## src/rtl/mmio_bus_ctrl.sv

```systemverilog
// mmio_bus_ctrl: CPU-side MMIO decoder with per-region wait states (RAM/ROM/GFX/KBD).
// Optional: define MMIO_BUS_ERR_EN to flag unmapped accesses and ROM/KBD writes on cpu_err.
module mmio_bus_ctrl #(
    parameter int          DATA_W    = 16,
    parameter logic [15:0] RAM_LIMIT = 16'h8000,
    parameter logic [15:0] GFX_BASE  = 16'hF000,
    parameter logic [15:0] GFX_LIMIT = 16'hFA00,
    parameter logic [15:0] ROM_BASE  = 16'hFF00,
    parameter logic [15:0] KBD_ADDR  = 16'hFE00,
    parameter int          RAM_WAIT  = 1,
    parameter int          ROM_WAIT  = 0,
    parameter int          GFX_WAIT  = 2
) (
    input  logic              clk,
    input  logic              rst,
    input  logic              cpu_req,
    input  logic              cpu_we,
    input  logic [15:0]       cpu_addr,
    input  logic [DATA_W-1:0] cpu_wdata,
    output logic [DATA_W-1:0] cpu_rdata,
    output logic              cpu_ready,
    output logic              cpu_err,
    output logic [15:0]       ram_addr,
    output logic [DATA_W-1:0] ram_wdata,
    output logic              ram_we,
    output logic              ram_oe,
    input  logic [DATA_W-1:0] ram_rdata,
    output logic [15:0]       rom_addr,
    input  logic [DATA_W-1:0] rom_rdata,
    output logic [13:0]       gfx_addr,
    output logic [DATA_W-1:0] gfx_wdata,
    output logic              gfx_we,
    input  logic [DATA_W-1:0] kbd_data,
    output logic              kbd_ack
);
    typedef enum logic [1:0] {IDLE, ACCESS, DONE} state_t;
    typedef enum logic [2:0] {RG_RAM, RG_ROM, RG_GFX, RG_KBD, RG_NONE} region_t;
    state_t            state;
    region_t           region, dec;
    logic              we;
    logic [7:0]        cnt, dec_wait;
    logic [DATA_W-1:0] rd;
    logic              err;
    always_comb begin
        dec = cpu_addr < RAM_LIMIT ? RG_RAM :
              cpu_addr >= ROM_BASE ? RG_ROM :
              (cpu_addr >= GFX_BASE && cpu_addr < GFX_LIMIT) ? RG_GFX :
              cpu_addr == KBD_ADDR ? RG_KBD : RG_NONE;
        dec_wait = dec == RG_RAM ? 8'(RAM_WAIT) :
                   dec == RG_ROM ? 8'(ROM_WAIT) :
                   dec == RG_GFX ? 8'(GFX_WAIT) : 8'd0;
        rd = region == RG_RAM ? ram_rdata :
             region == RG_ROM ? rom_rdata :
             region == RG_KBD ? kbd_data : '0;
        err = region == RG_NONE || (we && (region == RG_ROM || region == RG_KBD));
    end
    always_ff @(posedge clk) begin
        if (rst) begin
            state     <= IDLE;
            region    <= RG_NONE;
            we        <= 1'b0;
            cnt       <= '0;
            cpu_rdata <= '0;
            cpu_ready <= 1'b0;
            ram_addr  <= '0;
            ram_wdata <= '0;
            ram_we    <= 1'b0;
            ram_oe    <= 1'b0;
            rom_addr  <= '0;
            gfx_addr  <= '0;
            gfx_wdata <= '0;
            gfx_we    <= 1'b0;
            kbd_ack   <= 1'b0;
`ifdef MMIO_BUS_ERR_EN
            cpu_err   <= 1'b0;
`endif
        end else begin
            case (state)
                IDLE: if (cpu_req) begin
                    state     <= ACCESS;
                    region    <= dec;
                    we        <= cpu_we;
                    cnt       <= dec_wait;
                    ram_addr  <= {1'b0, cpu_addr[15:1]};
                    rom_addr  <= {8'h00, cpu_addr[7:0]};
                    gfx_addr  <= 14'(cpu_addr - GFX_BASE);
                    ram_wdata <= cpu_wdata;
                    gfx_wdata <= cpu_wdata;
                    ram_oe    <= dec == RG_RAM && !cpu_we;
                    ram_we    <= dec == RG_RAM && cpu_we;
                    gfx_we    <= dec == RG_GFX && cpu_we;
                end
                ACCESS: if (cnt == 8'd0) begin
                    state     <= DONE;
                    ram_oe    <= 1'b0;
                    ram_we    <= 1'b0;
                    gfx_we    <= 1'b0;
                    cpu_ready <= 1'b1;
                    kbd_ack   <= region == RG_KBD && !we;
                    if (!we) cpu_rdata <= rd;
`ifdef MMIO_BUS_ERR_EN
                    cpu_err   <= err;
`endif
                end else begin
                    cnt <= cnt - 8'd1;
                end
                default: begin
                    state     <= IDLE;
                    cpu_ready <= 1'b0;
                    kbd_ack   <= 1'b0;
`ifdef MMIO_BUS_ERR_EN
                    cpu_err   <= 1'b0;
`endif
                end
            endcase
        end
    end
`ifndef MMIO_BUS_ERR_EN
    assign cpu_err = 1'b0;
    logic unused_err;
    assign unused_err = err;
`endif
endmodule

```

## config.mk

```make
export PLATFORM = sky130hd
export DESIGN_NAME = mmio_bus_ctrl
export DESIGN_NICKNAME = d
export VERILOG_FILES = /design/src/rtl/mmio_bus_ctrl.sv
export SDC_FILE = /design/constraint.sdc
export NUM_CORES = 1
export LEC_CHECK = 0
export ABC_AREA = 1
export BUFFER_PORTS_ARGS = -buffer_cell sky130_fd_sc_hd__buf_2
export CORE_MARGIN = 4
export CORE_UTILIZATION = 45
export DETAILED_ROUTE_END_ITERATION = 8
export HOLD_SLACK_MARGIN = 0.06
export PLACE_DENSITY_LB_ADDON = 0.2
export SYNTH_ARGS = -nofsm -noshare
export SYNTH_HDL_FRONTEND = slang
export SYNTH_SLANG_ARGS = --single-unit
```

## constraint.sdc

```tcl
create_clock -name clk -period 2 [get_ports clk]
set_input_delay 0.5 -clock clk [delete_from_list [all_inputs] [get_ports clk]]
set_output_delay 0.5 -clock clk [all_outputs]
set_load 0.02 [all_outputs]
```

==> results of run 1 <==
per-stage QoR:
stage	hold slack (ns)	instance area, sq um	instances	setup slack (ns)
4_1_cts	0.3934	4295	736	0.3679
3_3_place_gp	0.4567	4121	720	0.4469
6_report	0.4054	4295	736	0.3788
3_5_place_dp	0.4577	4121	720	0.3831
5_1_grt	0.4039	4295	736	0.1091
2_1_floorplan	0.4430	3508	505	0.5587
cells in the final DEF, fill, tap and decap left out, drive strengths merged:
cell	count
clkbuf	9
ha	3
a21oi	14
and3	1
nand2	47
dfxtp	69
a31oi	1
nand3b	2
clkinv	8
nand4	2
xor2	2
conb	10
nor3	20
inv	51
buf	180
or2	1
nor2	122
o21ai	75
nand3	19
a22o	1
layout make-up:
class                      count  area share
inverter                      52     0.04661
timing repair buffer         180      0.2167
clock inverter                 7     0.01165
tap                           99     0.02884
multi-input combinational    320      0.3458
sequential                    69      0.3216
clock buffer                   9     0.02884
path summary, 6_finish.rpt:
| kind | endpoint | slack [ns] | cells after the start |
|---|---|---|---|
| hold reg to reg | region[1]$_SDFFE_PP0P_ | 0.47 | 2 |
| setup reg to reg | cpu_rdata[15]$_SDFFE_PP0P_ | 0.38 | 8 |
| setup / recovery | cpu_rdata[15]$_SDFFE_PP0P_ | 0.38 | 8 |
| hold / removal | gfx_wdata[10]$_SDFFE_PP0P_ | 0.41 | 3 |
cell families (layout without fill, tap and decap cells):
logic type,Yosys count,count (layout),synth area share
AOI/OAI and AO/OA,91,91,0.1347
xor gates and xnor gates,2,2,0.005042
adders and majority gates,3,3,0.01080
buffers and inverters,116,248,0.1847
DFF,69,69,0.3975
other,1,10,0.001079
and+or+nand+nor,214,214,0.2661
registers in the layout, summed over array words and instances (netlist names):
register and count:
state 2, ram_addr 4, gfx_wdata 16, ram_we 1
ram_oe 1, kbd_ack 1, cpu_ready 1, cnt 8
gfx_addr 14, we 1, gfx_we 1, region 3
cpu_rdata 16
power groups by stage:
| stage | Sequential (uW) | Clock (uW) | Combinational, uW |
|---|---|---|---|
| floorplan | 1860 | 0 | 849 |
| global placement | 1690 | 0 | 1310 |
| detailed placement | 1690 | 0 | 1330 |
| CTS | 1670 | 1030 | 1330 |
| global route | 1690 | 1110 | 1470 |
| finish | 1670 | 1000 | 1320 |
per-layer routing:
metal	share of wire	vias up	wire [microns]	track usage
li1	-	1783	-	-
met4	0.024	0	216	0.08649
met3	0.090	17	812	0.04613
met2	0.46	145	4150	0.3115
met5	0	-	0	0
met1	0.42	1437	3815	0.2287
worst max-delay path, cell delays in order (launching register included):
cell	delay [ns]
sky130_fd_sc_hd__dfxtp_1	0.32
sky130_fd_sc_hd__inv_1	0.15
sky130_fd_sc_hd__ha_1	0.17
sky130_fd_sc_hd__nand3_1	0.11
sky130_fd_sc_hd__nor2_4	0.19
sky130_fd_sc_hd__nand3b_4	0.23
sky130_fd_sc_hd__clkinv_4	0.19
sky130_fd_sc_hd__o21ai_0	0.09
sky130_fd_sc_hd__nor2_1	0.09
==> metrics.sh, run 1 <==
OUTCOME='finished, final reports clean'
FINAL_MIN_PERIOD_OVER_CLOCK_PERIOD=0.8106
MULTI_INPUT_AREA_SQ_UM=1485
CTS-ROOT-BUF='sky130_fd_sc_hd__clkbuf_8'
DRT_WL_TOTAL_MICRONS=8994
MAXCAPVIOLCOUNT=0
FLOORPLAN.DIE_AREA_SQ_UM=9191
POWER.DENSITY_nW_PER_UM2=927.6
DRT-INITIAL-DRC-COUNT=126
CRITICAL_PATH_MAXIMUM_FANOUT=17
GRT_ANTENNA_BEFORE_REPAIR=0
AVG_VIAS_PER_CELL=4.595
POST-ROUTE-MIN-PERIOD_NS=1.621
HOLD_VIOLATIONS=0
GP_CONGESTION=0.8427
GRT_PASS1_WL_MICRONS=13610
R2R-START='cnt[0]$_SDFFE_PP0P_'
FINAL.FILL_COUNT=750
HOLD_PATH.CLASS='input pin to flip-flop'
GRT_START_MAX_NET_PINS=43
INTPOWER_uW=2454
GRT_PASS1_VIAS=3013
VIAS=3382
FINISH.UTILIZATION=0.5829
FINALNETCOUNT=719
IO_PINS=184
SYNTH_AREA_LEADER_CELL='sky130_fd_sc_hd__dfxtp_1'
FINAL_LAYOUT_SIZE_SUFFIX_GT1_FRAC=0.3312
TRITONCTS_NUM_SINKS=69
YS_TOP_CELLS_BY_AREA='sky130_fd_sc_hd__dfxtp_1, sky130_fd_sc_hd__nor2_1, sky130_fd_sc_hd__buf_4, sky130_fd_sc_hd__o21ai_0, sky130_fd_sc_hd__inv_1'
RELATIVE_CONTRIBUTION_OF_THE_CLOCK_NETWORK_TO_TOTAL_POWER=0.252
POST-DP-HPWL_MICRONS=6968
WORST_SLEW_MARGIN_REL=0.6596
SYNTHFLOPTYPE='sky130_fd_sc_hd__dfxtp_1'
POWER_FRAC_SEQ=0.418
AREAGROWTHSYNTHTOFINISH_PCT=23.62
WORST_PIN_SLEW_NS=0.5093
TIMING.SETUP.CRITICAL_PATH_CLASS='flip-flop to flip-flop'
CLOCK_LATENCY_NS=0.34
DETAIL-ROUTE-ANTENNA-NETS=0
SYNTH.DISTINCT_CELLS=33
YS_FF_LATCH=69
CTS-ROOT-TO-SINK-BUFFERS=2
CP-STARTPOINT='cnt[0]$_SDFFE_PP0P_'
GR-TOTAL-OVERFLOW=0
SYNTHMOSTINSTANTIATEDCELL='sky130_fd_sc_hd__nor2_1'
SYNTH_ENABLE_FLOP_CELLS=0
FINAL-SEQ-AREA_SQ_UM=1381
SYNTH_TOP_AREA_FRAC=0.3976
GRT_SETUP_UNREPAIRED='false'
FLOORPLAN.INITIALDENSITY=0.4715
POWER_SWITCHING_SHARE=0.3840
NUMBER_OF_I_O_PORT_BUFFERS=173
POST-CTS-SETUP-BUFFERS=0
POSTSYNTHAREAPERCELL_SQ_UM=7.005
POWER.IR.VDD_WORST_mV=0.3418
TIMING.FINAL.SETUP_VIOLATIONS=0
SYN-CELL-AREA_SQ_UM=3475
GROUTE.USAGE.OVERALL=0.1878
CORE_SQ_UM=7370
DIEWIDTH_MICRONS=95.87
SEQ_AREA_FRAC_SYNTH=0.3976
DETAILEDROUTE.FIRSTPASSITERATIONCOUNT=4
HOLD_START='cpu_wdata[10]'
CORE.ROWCOUNT=31
SYNTH_COMMONEST_CELLS='sky130_fd_sc_hd__nor2_1, sky130_fd_sc_hd__dfxtp_1, sky130_fd_sc_hd__o21ai_0'
ANTENNA-DIODE-COUNT=0
LEAKAGE_uW=0.002351
CTS-BUFFERS-INSERTED=9
CRITICAL_PATH_REQUIRED_NS=2.27
SWITCHING_POWER_uW=1530
MAX_CLOCK_FREQ_GHz=0.6168
STARTPOINT_TYPE='flip-flop'
TOTAL_POWER_uW=3984
H-TREE-DEPTH=3
WORST_SETUP_HOLD_PATH_CLK_SLEW_NS=0.08
CRITPATHARRIVALTIME_NS=1.89
TNS_NS=0
CLOCK_SKEW_NS=0.01310
WORSTSETUPENDPOINTTYPE='flip-flop'
DIE_HEIGHT_MICRONS=95.87
SYN-INSTANCE-COUNT=496
DRCVIOLATIONCOUNT=0
YOSYSWARNINGCOUNT=0
SYNTH_ASYNC_SR_FLOP_SHARE=0
POST_CTS_HOLD_BUFFERS=0
CTS_REPAIR_RESIZES=0
REPORT.FINAL.SLEW_VIOL_COUNT=0
CTS_TREE='done'
COMBINATIONALPOWERSHARE=0.330
DETAIL_ROUTE.WL_PER_CELL_MICRONS=12.22
Note: power is estimated with default switching activity, not from simulation.
==> inputs of run 2 (changes only) <==
ABC_AREA = 0   (was 1)
clock period = 1.5 ns   (was 2 ns; I/O delays follow)
==> run 2 against run 1 <==
  * The run now ends with setup timing left
  * Global-route usage increased by 1.2 points
  * Clock power rose by 71%
  * Clock-buffer cell count increased by 1
==> metrics.sh, run 2 <==
AREAGROWTHSYNTHTOFINISH_PCT=40.84
REPORT.FINAL.SLEW_VIOL_COUNT=0  # unchanged
DIE_HEIGHT_MICRONS=95.29  # -0.61%
ANTENNA-DIODE-COUNT=0  # unchanged
YS_TOP_CELLS_BY_AREA='sky130_fd_sc_hd__dfxtp_1, sky130_fd_sc_hd__a21oi_1, sky130_fd_sc_hd__buf_4, sky130_fd_sc_hd__nand2_1, sky130_fd_sc_hd__a2111o_1'
TOTAL_POWER_uW=7926  # +99%
GRT_PASS1_VIAS=3132  # +3.9%
SYNTH_ASYNC_SR_FLOP_SHARE=0  # unchanged
WORST_SLEW_MARGIN_REL=0.6201  # -0.03956
CORE_SQ_UM=7331  # -0.53%
FAILING_CHECKS='setup timing'
R2R-START='cnt[0]$_SDFFE_PP0P_'
WORST_PIN_SLEW_NS=0.5691  # +0.05979 ns
DIEWIDTH_MICRONS=95.29  # -0.61%
POST-DP-HPWL_MICRONS=7042  # +1.1%
DRT-INITIAL-DRC-COUNT=88  # -30%
DETAIL_ROUTE.WL_PER_CELL_MICRONS=14.07  # +15%
PLACE_AREA_SQ_UM=4385  # +6.4%
FINAL.SETUP.WORST_SLACK_NS=-0.2089  # -0.5878 ns
WORST_SETUP_HOLD_PATH_CLK_SLEW_NS=0.08  # about the same
DRCVIOLATIONCOUNT=0  # unchanged
MAX_CLOCK_FREQ_GHz=0.5852  # -5.1%
SYNTH_AREA_LEADER_CELL='sky130_fd_sc_hd__dfxtp_1'
GR-TOTAL-OVERFLOW=0  # unchanged
TRITONCTS_NUM_SINKS=69  # unchanged
CLOCK_LATENCY_NS=0.35  # about the same
FLOORPLAN.INITIALDENSITY=0.4677  # -0.003820
POST_CTS_HOLD_BUFFERS=0  # unchanged
H-TREE-DEPTH=3  # unchanged
TNS_NS=-2.918  # -2.918 ns
SEQ_AREA_FRAC_SYNTH=0.4029  # +0.005368
GRT_ANTENNA_BEFORE_REPAIR=0  # unchanged
CLOCK_SKEW_NS=0.008194  # -0.004904 ns
R2R_CELLS=7  # -1
FLOORPLAN.DIE_AREA_SQ_UM=9079  # -1.2%
VIAS=3404  # +0.65%
POSTSYNTHAREAPERCELL_SQ_UM=8.261  # +18%
WORSTREG2REGEND='cnt[7]$_SDFFE_PP0P_'
FINAL_MIN_PERIOD_OVER_CLOCK_PERIOD=1.139  # +0.3287
GROUTE.USAGE.OVERALL=0.1998  # +0.01202
CTS-ROOT-BUF='sky130_fd_sc_hd__clkbuf_8'
MOSTFREQUENTLAYOUTCELL='sky130_fd_sc_hd__buf_2'
AVG_VIAS_PER_CELL=4.955  # +7.8%
REG_TOP3='cpu_rdata (16), gfx_wdata (16), gfx_addr (14)'
WORSTSETUPENDPOINTTYPE='flip-flop'
SYNTHFLOPTYPE='sky130_fd_sc_hd__dfxtp_1'
LAYOUT.CELLS.MOST_COMMON_LIST='sky130_fd_sc_hd__buf_2, sky130_fd_sc_hd__nand2_1, sky130_fd_sc_hd__dfxtp_1'
LEAKAGE_uW=0.002227  # -5.2%
MAXCAPVIOLCOUNT=0  # unchanged
MIN_DELAY_WORST_ENDPOINT='gfx_wdata[6]$_SDFFE_PP0P_'
FINAL_LAYOUT_SIZE_SUFFIX_GT1_FRAC=0.4660  # +0.1347
SYNTH.DISTINCT_CELLS=50  # +52%
DETAILEDROUTE.FIRSTPASSITERATIONCOUNT=4  # unchanged
CTS-ROOT-TO-SINK-BUFFERS=2  # unchanged
YOSYSWARNINGCOUNT=0  # unchanged
IO_PINS=184  # unchanged
GRT_START_MAX_NET_PINS=42  # -2.3%
YS_FF_LATCH=69  # unchanged
DRT_WL_TOTAL_MICRONS=9664  # +7.4%
GRT_SETUP_UNREPAIRED='true'
POWER.IR.VDD_WORST_mV=0.9345  # +170%
RRSETUPSLACK_NS=-0.21  # -0.59 ns
CRITPATHARRIVALTIME_NS=1.99  # +0.10 ns
GP_CONGESTION=0.7315  # -13%
HOLD_PATH.CLASS='input pin to flip-flop'
DETAIL-ROUTE-ANTENNA-NETS=0  # unchanged
POWER.DENSITY_nW_PER_UM2=1642  # +77%
HOLD_START='cpu_wdata[6]'
POST-ROUTE-MIN-PERIOD_NS=1.709  # +0.08776 ns
FINALNETCOUNT=671  # -6.7%
SYNTH_ENABLE_FLOP_CELLS=0  # unchanged
FINAL_DESIGN_AREA_NO_FILL_SQ_UM=4828  # +12%
STARTPOINT_TYPE='flip-flop'
SYNTHMOSTINSTANTIATEDCELL='sky130_fd_sc_hd__nand2_1'
SYN-INSTANCE-COUNT=415  # -16%
OUTCOME='complete, but fails checks'
CRITICAL_PATH_REQUIRED_NS=1.78  # -0.49 ns
NUMBER_OF_I_O_PORT_BUFFERS=173  # unchanged
CRITICAL_PATH_MAXIMUM_FANOUT=4  # -13
TIMING.SETUP.CRITICAL_PATH_CLASS='flip-flop to flip-flop'
HOLD_VIOLATIONS=0  # unchanged
GRT_PASS1_WL_MICRONS=14120  # +3.8%
CTS_TREE='done'
WORST_HOLD_PATH.NUM_CELLS=3  # unchanged
CORE.ROWCOUNT=31  # unchanged
SYNTH_COMMONEST_CELLS='sky130_fd_sc_hd__nand2_1, sky130_fd_sc_hd__a21oi_1, sky130_fd_sc_hd__dfxtp_1'
SYNTH_TOP_AREA_FRAC=0.4029  # +0.005368
SYN-CELL-AREA_SQ_UM=3428  # -1.3%
CTS-BUFFERS-INSERTED=9  # unchanged
TIMING.FINAL.SETUP_VIOLATIONS=29  # +29
run 2: routing by layer:
| metal | global-route usage | routed length [microns] | vias to the layer above |
|---|---|---|---|
| met3 | 0.03946 | 587 | 15 |
| met5 | 0 | 0 | - |
| met1 | 0.2178 | 3895 | 1562 |
| met2 | 0.3673 | 4975 | 100 |
| met4 | 0.09495 | 205 | 0 |
| li1 | - | - | 1727 |
run 2: report_power, final:
group | internal [uW] | total [uW] | switching [uW]
clock | 981 | 1710 | 727
sequential | 2160 | 2450 | 295
combinational | 1770 | 3770 | 2000
run 2: worst max-delay path by stage:
stage | from | end | slack [ns]
6_report | cnt[0]$_SDFFE_PP0P_ | cnt[7]$_SDFFE_PP0P_ | -0.21
5_1_grt | cnt[0]$_SDFFE_PP0P_ | cnt[7]$_SDFFE_PP0P_ | -0.27
4_1_cts | cnt[0]$_SDFFE_PP0P_ | cnt[2]$_SDFFE_PP0P_ | -0.15
3_5_place_dp | cnt[1]$_SDFFE_PP0P_ | cnt[4]$_SDFFE_PP0P_ | -0.20
3_3_place_gp | cnt[1]$_SDFFE_PP0P_ | cnt[2]$_SDFFE_PP0P_ | -0.15
2_1_floorplan | cnt[3]$_SDFFE_PP0P_ | cnt[7]$_SDFFE_PP0P_ | -0.07
run 2: cell type report:
| class | count | area [sq um] |
|---|---|---|
| sequential | 69 | 1389 |
| tap | 99 | 123.9 |
| clock inverter | 5 | 82.58 |
| clock buffer | 10 | 137.6 |
| multi-input combinational | 277 | 1749 |
| timing repair buffer | 221 | 1324 |
| fill | 637 | 2502 |
| inverter | 6 | 22.52 |
run 2: stage by stage:
step / util / instances / worst slack (ns) / hold WS (ns)
finish: 0.6586 / 687 / -0.2089 / 0.2552
global route: 0.6586 / 687 / -0.2695 / 0.2444
CTS: 0.6419 / 685 / -0.1500 / 0.2442
detailed placement: 0.5982 / 661 / -0.1977 / 0.4443
global placement: 0.5982 / 661 / -0.1483 / 0.4389
floorplan: - / 424 / -0.07496 / 0.4446
run 2: kinds of logic (layout without fill, tap and decap cells):
group | count (synthesis) | in the layout | share of synthesized area
AOI/OAI and AO/OA | 114 | 115 | 0.2113
buffers and inverters | 79 | 242 | 0.1416
xor gates and xnor gates | 1 | 1 | 0.002555
other | 1 | 10 | 0.001094
DFF | 69 | 69 | 0.4029
adders and majority gates | 3 | 3 | 0.01095
and+or+nand+nor | 131 | 131 | 0.1799
muxes | 17 | 17 | 0.04963
run 2: critical path: stages, from the launching register on:
cell,delay (ns)
sky130_fd_sc_hd__dfxtp_2,0.34
sky130_fd_sc_hd__inv_2,0.07
sky130_fd_sc_hd__ha_4,0.13
sky130_fd_sc_hd__or4bb_4,0.49
sky130_fd_sc_hd__buf_4,0.17
sky130_fd_sc_hd__o21ai_4,0.18
sky130_fd_sc_hd__o31ai_1,0.11
sky130_fd_sc_hd__a21oi_2,0.16
run 2: repair_timing:
item,CTS,global route
setup buffers,8,2
resized for setup,10,26
pin swaps,13,10
cloned,1,0
endpoints found under the setup margin,28,31
